$ cat src/rtl/tree_fanout_pkg.sv
// Shared types and limits for the tree fan-out node.
package tree_fanout_pkg;

  localparam int TFN_MAX_CHILDREN = 32;

  typedef enum logic [1:0] {
    IDLE  = 2'd0,
    BCAST = 2'd1,
    WAIT  = 2'd2,
    RESP  = 2'd3
  } tfn_state_e;

endpackage

$ cat src/rtl/tree_fanout_timer.sv
// Saturating cycle counter with clear/enable. It raises expired in the cycle
// where the count of enabled cycles (including the current one) reaches the
// limit. A limit of 0 means the timer never expires.
module tree_fanout_timer #(
  parameter int TMO_W = 8
) (
  input  logic             clk,
  input  logic             rst_n,
  input  logic             clear,
  input  logic             enable,
  input  logic [TMO_W-1:0] limit,
  output logic             expired
);

  logic [TMO_W-1:0] count;
  logic [TMO_W-1:0] count_inc;

  // Saturating increment; the counter sticks at all-ones instead of wrapping.
  always_comb begin
    count_inc = (count == {TMO_W{1'b1}}) ? count : count + 1'b1;
    expired   = enable && (limit != '0) && (count_inc == limit);
  end

  // Counter register: clear has priority over counting.
  // NOTE: sequential state uses non-blocking (<=) so every flop samples the
  // pre-edge values; blocking here would create order-dependent simulation.
  always_ff @(posedge clk or negedge rst_n) begin
    if (!rst_n) begin
      count <= '0;
    end else if (clear) begin
      count <= '0;
    end else if (enable) begin
      count <= count_inc;
    end
  end

endmodule

$ cat src/rtl/tree_fanout_node.sv
// Hierarchy node: accepts one parent command, broadcasts it to the enabled
// children with independent handshakes, collects done/error pulses and
// returns one aggregated response, optionally cut short by a timeout.
module tree_fanout_node
  import tree_fanout_pkg::*;
#(
  parameter int NUM_CHILDREN = 5,
  parameter int DATA_W       = 16,
  parameter int TMO_W        = 8
) (
  input  logic                    clk,
  input  logic                    rst_n,
  input  logic [NUM_CHILDREN-1:0] cfg_enable_mask,
  input  logic [TMO_W-1:0]        cfg_timeout,
  input  logic                    req_valid,
  output logic                    req_ready,
  input  logic [DATA_W-1:0]       req_data,
  output logic [NUM_CHILDREN-1:0] ch_valid,
  input  logic [NUM_CHILDREN-1:0] ch_ready,
  output logic [DATA_W-1:0]       ch_data,
  input  logic [NUM_CHILDREN-1:0] ch_done,
  input  logic [NUM_CHILDREN-1:0] ch_err,
  output logic                    resp_valid,
  input  logic                    resp_ready,
  output logic [NUM_CHILDREN-1:0] resp_done_mask,
  output logic [NUM_CHILDREN-1:0] resp_err_mask,
  output logic                    resp_timeout,
  output logic                    busy
);

  if (NUM_CHILDREN < 1 || NUM_CHILDREN > TFN_MAX_CHILDREN) begin : g_bad_children
    $error("tree_fanout_node: NUM_CHILDREN out of range 1..32");
  end

  tfn_state_e state_q, state_d;

  logic [NUM_CHILDREN-1:0] mask_q, mask_d;   // children in this command
  logic [NUM_CHILDREN-1:0] pend_q, pend_d;   // broadcast not yet accepted
  logic [NUM_CHILDREN-1:0] acc_q,  acc_d;    // broadcast accepted
  logic [NUM_CHILDREN-1:0] done_q, done_d;
  logic [NUM_CHILDREN-1:0] err_q,  err_d;
  logic [DATA_W-1:0]       data_q, data_d;
  logic [TMO_W-1:0]        limit_q, limit_d; // timeout frozen at acceptance
  logic                    tmo_q, tmo_d;
  logic                    req_ready_q, resp_valid_q, busy_q;
  logic                    tmr_clear, tmr_enable, tmr_expired;

  tree_fanout_timer #(.TMO_W(TMO_W)) u_timer (
    .clk     (clk),
    .rst_n   (rst_n),
    .clear   (tmr_clear),
    .enable  (tmr_enable),
    .limit   (limit_q),
    .expired (tmr_expired)
  );

  // Next-state and datapath update for the whole transaction.
  // NOTE: every signal gets a default first, so no path leaves one unassigned
  // and no latch is inferred.
  always_comb begin
    state_d    = state_q;
    mask_d     = mask_q;
    pend_d     = pend_q;
    acc_d      = acc_q;
    done_d     = done_q;
    err_d      = err_q;
    data_d     = data_q;
    limit_d    = limit_q;
    tmo_d      = tmo_q;
    tmr_clear  = 1'b0;
    tmr_enable = 1'b0;

    unique case (state_q)
      IDLE: begin
        // req_ready is high throughout IDLE, so req_valid alone is a handshake.
        if (req_valid) begin
          data_d    = req_data;
          mask_d    = cfg_enable_mask;
          pend_d    = cfg_enable_mask;
          acc_d     = '0;
          done_d    = '0;
          err_d     = '0;
          tmo_d     = 1'b0;
          limit_d   = cfg_timeout;
          tmr_clear = 1'b1;
          state_d   = (cfg_enable_mask == '0) ? RESP : BCAST;
        end
      end

      BCAST, WAIT: begin
        tmr_enable = 1'b1;
        // Only children whose broadcast was already accepted may complete.
        done_d = done_q | (ch_done & acc_q);
        err_d  = err_q  | (ch_done & ch_err & acc_q);
        if (state_q == BCAST) begin
          pend_d = pend_q & ~ch_ready;
          acc_d  = acc_q | (pend_q & ch_ready);
          if (pend_d == '0) state_d = WAIT;
        end else if (done_d == mask_q) begin
          state_d = RESP;
        end
        // Timeout wins over normal completion but keeps this cycle's dones.
        if (tmr_expired) begin
          pend_d  = '0;
          tmo_d   = 1'b1;
          state_d = RESP;
        end
      end

      RESP: begin
        if (resp_ready) state_d = IDLE;
      end

      default: state_d = IDLE;
    endcase
  end

  // State and datapath registers; handshake flags are registered decodes of
  // the next state so they line up with the state they describe.
  always_ff @(posedge clk or negedge rst_n) begin
    if (!rst_n) begin
      state_q      <= IDLE;
      mask_q       <= '0;
      pend_q       <= '0;
      acc_q        <= '0;
      done_q       <= '0;
      err_q        <= '0;
      data_q       <= '0;
      limit_q      <= '0;
      tmo_q        <= 1'b0;
      req_ready_q  <= 1'b1;
      resp_valid_q <= 1'b0;
      busy_q       <= 1'b0;
    end else begin
      state_q      <= state_d;
      mask_q       <= mask_d;
      pend_q       <= pend_d;
      acc_q        <= acc_d;
      done_q       <= done_d;
      err_q        <= err_d;
      data_q       <= data_d;
      limit_q      <= limit_d;
      tmo_q        <= tmo_d;
      req_ready_q  <= (state_d == IDLE);
      resp_valid_q <= (state_d == RESP);
      busy_q       <= (state_d != IDLE);
    end
  end

  assign req_ready      = req_ready_q;
  assign busy           = busy_q;
  assign ch_valid       = pend_q;
  assign ch_data        = data_q;
  assign resp_valid     = resp_valid_q;
  assign resp_done_mask = done_q;
  assign resp_err_mask  = err_q;
  assign resp_timeout   = tmo_q;

endmodule

$ cat config.mk
export PLATFORM = sky130hd
export DESIGN_NAME = tree_fanout_node
export DESIGN_NICKNAME = d
export VERILOG_FILES = /design/src/rtl/tree_fanout_pkg.sv /design/src/rtl/tree_fanout_timer.sv /design/src/rtl/tree_fanout_node.sv
export SDC_FILE = /design/constraint.sdc
export NUM_CORES = 1
export LEC_CHECK = 0
export CORE_AREA = 10 10 85 142
export DETAILED_ROUTE_END_ITERATION = 6
export DIE_AREA = 0 0 95 152
export GPL_ROUTABILITY_DRIVEN = 0
export SYNTH_ARGS = -nofsm -noshare
export SYNTH_HDL_FRONTEND = slang
export SYNTH_SLANG_ARGS = --single-unit
$ cat constraint.sdc
create_clock -name clk -period 2.9 [get_ports clk]
set_clock_uncertainty 0.15 [all_clocks]
set_input_delay 0.29 -clock clk [delete_from_list [all_inputs] [get_ports clk]]
set_output_delay 0.29 -clock clk [all_outputs]
set_load 0.1 [all_outputs]
==> results.md <==
Floorplanning:
- The initialized floorplan defines 48 standard-cell rows.
- The I/O pin count is 83.
- The area of the placeable core is between 9000 and 10,000 um2.
- The area enclosed by the die boundary is 14,400 um2.
- The initial core utilization is between 30% and 40%.
- In this run the vertical extent of the chip is ~150 um.
- The die span in x is 95 um.

Timing:
- Hold timing on the final database bottoms out at a slack of ~0.32 ns.
- The maximum frequency from static timing analysis is 385 MHz.
- The total negative slack for setup checks is 0 ns.
- The total count of max-transition violations in the final report is 0.
- The setup violation total in the final timing report is 0.
- Setup repair after global routing left no endpoint under its margin.
- The relative slew slack is 54.8%.
- The slew at the pin with the worst max-slew slack is 0.677 ns.
- Of the available clock period, the critical path in the final layout requires 89.6%.
- The final period demand of the worst path is 2.60 ns.
- The final number of hold-violating endpoints is 0.

Worst setup path:
- At the worst endpoint, the required time is 2.96 ns.
- At the worst endpoint, the arrival time is 2.66 ns.
- The worst register-to-register path begins at u_timer.count[2].
- STA classifies the critical path endpoint as a flip-flop.
- The number of buffers and inverters on the critical path is 0.
- The start point of the critical path is u_timer.count[2].
- The cell class contributing the biggest share of worst-path delay is simple AND/OR/NAND/NOR gates.
- Of all nets on the critical path, the largest fanout is 16.
- The category of the most critical setup path is flip-flop to flip-flop.
- In this design, the stage delay of the slowest critical-path cell is 0.62 ns.
- Among all stages on the critical path, the largest delay is contributed by dfrtp_1.
- Walking the worst path, the cells encountered are nand3_1 -> o32a_1 -> xor2_1 -> nor4_2 -> nand4_1 -> a32oi_1 -> nand2_1.
- The worst setup path is launched from a flip-flop.

Synthesis:
- The synthesized area per cell is 8.66 um2.
- After synthesis the cells add up to 3300 um2.
- For this run, the number of Yosys warnings is 0.
- The flip-flop and latch count after synthesis is 63.
- In this run, synthesis inferred 0 flip-flops with an integrated enable.
- The post-synthesis async set-or-reset flop share is 100%.
- The number of nets handed over by synthesis was 433.
- Sequential elements use 47.8% of the synthesized area.
- Yosys mapped the design onto 52 distinct sky130hd cell types.
- The gate count after technology mapping is approximately 380.
- In the synthesized netlist the dominant register cell turns out to be dfrtp_1.

Hold path:
- The classification of the worst-slack hold path is flip-flop to flip-flop.
- The start point of the worst hold path is ch_data[7].

Routing:
- The length of the first detailed-routing pass in iterations is 5.
- After detailed routing, the number of remaining DRC violations is 0.
- The detail-routed net length per standard cell is 17.3 um.
- The detailed router finished its first iteration with 169 violations.
- Dividing the detail-routed via count by the number of cells gives between 5 and 6.
- The remaining antenna violation count after routing is 0.
- Wires add up to 10,400 um.
- The final route contains 3,162 vias.

Outcome:
- The flow ran to the end, and the final reports show no timing, DRC or antenna violations.

Clocking:
- The clock transition at the register clock pins on the worst setup and hold paths after CTS is 0.05 ns.
- The CTS sink count is 63.
- Buffers inserted during clock tree synthesis total 9.
- The number of H-tree levels is 3.
- The clock root buffer is clkbuf_16.
- The clock tree from TritonCTS is done.
- At the later pin of the worst-skew pair, clock insertion delay measures 0.33 ns.
- The maximum buffer depth of the clock tree is 2.

Global routing:
- The total congestion overflow after global routing is 0.
- The via count of the first global-routing pass is around 3,200.
- The initial antenna violation count was 0.
- For this run, the total global-route usage over all layers was measured as 14.5%.
- The pin count of the biggest net entering global routing is 37.
- The first-pass GRT wire length is about 17,000 um.

Cells and area:
- Relative to the synthesized area, the layout overhead comes to 38.2%.
- Of the cells placed in the final design, the portion with a size suffix greater than 1 is 15.3%.
- The final-stage net count is 524.
- For this run, the number of standard cells in the final layout without fillers is roughly 600.
- 0 antenna diodes ended up in the layout.
- After filler insertion, the fill cell instance count of the layout stands at 962.

Placement:
- The HPWL after detailed placement is 7950 um.
- In this run, placement finished with an instance count of between 500 and 600.
- The number of port buffers is 82.

Power and ir drop:
- The leakage power is between 2 and 2.5 nW.
- The power density over the cells is 1370 nW/um2.
- The design draws 6.25 mW.
- VDD sags by at most 0.845 mV.

Run:
- Across the run, the number of max-cap violations was 0.
-- registers in the layout, indices dropped and copies added, names as in the netlist --
register and flops:
acc_q 5, resp_timeout 1, resp_done_mask 5, req_ready 1
mask_q 5, busy 1, ch_data 16, state_q 2
u_timer.count 8, limit_q 8, ch_valid 5, resp_valid 1
resp_err_mask 5
-- what timing repair did --
| item | 4_1_cts | 5_1_grt |
|---|---|---|
| buffers inserted | 0 | 0 |
| resized for setup | 0 | 1 |
| endpoints found under the hold margin | 26 | 0 |
| hold buffers | 1 | 0 |
| setup endpoints to repair | 0 | 2 |
-- report_power, final --
group | leakage [nW] | switching [mW] | internal [mW]
Clock | 0.149 | 0.370 | 0.770
Combinational | 1.13 | 2.63 | 0.936
Sequential | 0.810 | 0.308 | 1.24
-- cell usage in the layout, fill, tap and decap left out, types with 3 or more instances in the layout --
master / instances
xor2_1: 7
inv_1: 7
nand4_1: 7
a31oi_1: 11
xnor2_1: 5
clkdlybuf4s50_1: 46
mux2i_1: 3
nor3_1: 9
o22ai_1: 4
buf_4: 51
o21ai_0: 7
nor4_1: 3
a41oi_1: 5
a211oi_1: 6
nor2b_1: 8
nor2_1: 26
nand2_1: 104
clkbuf_16: 9
or4_1: 5
and3_1: 7
nand2b_1: 5
a32oi_1: 4
nand3_1: 9
a21oi_1: 21
dfrtp_1: 62
ha_1: 3
and2_1: 3
-- path summary, 6_finish.rpt --
| check | end | slack, ns | cells past startpoint |
|---|---|---|---|
| max | ch_valid[2] | 0.30 | 7 |
| min | ch_data[7] | 0.32 | 2 |
| max reg2reg | ch_valid[2] | 0.30 | 7 |
| min reg2reg | ch_data[7] | 0.32 | 2 |
| max in group asynchronous | limit_q[1] | 1.59 | 3 |
| min in group asynchronous | u_timer.count[5] | 0.38 | 2 |
-- cells by family (layout without fill, tap and decap cells) --
logic type | after synthesis | in the layout | share of synthesized area, %
xor+xnor | 12 | 12 | 3.19
fa+ha+maj | 4 | 4 | 1.52
compound gates | 75 | 75 | 15.3
buf+inv | 28 | 123 | 3.64
mux | 3 | 3 | 0.911
simple gates | 196 | 196 | 27.6
flops | 63 | 63 | 47.8
-- per-layer routing --
| layer | GRT usage (%) | vias to the layer above | part of all wire [%] |
|---|---|---|---|
| li1 | - | 1528 | - |
| met1 | 14.2 | 1513 | 35 |
| met2 | 26.9 | 102 | 57 |
| met3 | 4.14 | 19 | 5.4 |
| met4 | 6.38 | 0 | 2.5 |
| met5 | 0 | - | 0 |
-- metrics by stage --
| step | setup WS (ns) | utilization [%] | cell area (um2) |
|---|---|---|---|
| floorplan | 0.509 | - | 3300 |
| global placement | 0.282 | 43.5 | 4230 |
| detailed placement | 0.184 | 43.5 | 4230 |
| CTS | 0.175 | 46.8 | 4560 |
| global route | 0.0721 | 46.9 | 4560 |
| finish | 0.301 | 46.9 | 4560 |
-- cell usage after synthesis (6+ instances only) --
| cell type | count | share of area [%] |
|---|---|---|
| nand2_1 | 104 | 12 |
| dfrtp_1 | 62 | 47 |
| nor2_1 | 26 | 3.0 |
| a21oi_1 | 21 | 3.2 |
| clkbuf_1 | 13 | 1.5 |
| a31oi_1 | 11 | 2.1 |
| nand3_1 | 9 | 1.4 |
| nor3_1 | 9 | 1.4 |
| nor2b_1 | 8 | 1.5 |
| and3_1 | 7 | 1.3 |
| inv_1 | 7 | 0.80 |
| nand4_1 | 7 | 1.3 |
| o21ai_0 | 7 | 1.1 |
| xor2_1 | 7 | 1.9 |
| a211oi_1 | 6 | 1.4 |
-- worst reg2reg max path, cell delays in order, from the launching register on --
cell and delay (ns):
dfrtp_1 0.62, nand3_1 0.24, o32a_1 0.36, xor2_1 0.17, nor4_2 0.32, nand4_1 0.27
a32oi_1 0.28, nand2_1 0.08
-- layout make-up --
| type | count | area [um2] | share of cell area, % |
|---|---|---|---|
| multi-input cells | 290 | 1600 | 35.2 |
| flip-flops and latches | 63 | 1580 | 34.6 |
| repair buffers | 100 | 878 | 19.3 |
| clock buffers | 12 | 246 | 5.41 |
| well taps | 125 | 156 | 3.43 |
| clock inverters | 3 | 67.6 | 1.48 |
| inverters | 8 | 30.0 | 0.659 |
No activity file was read; power rests on OpenSTA's default activity.
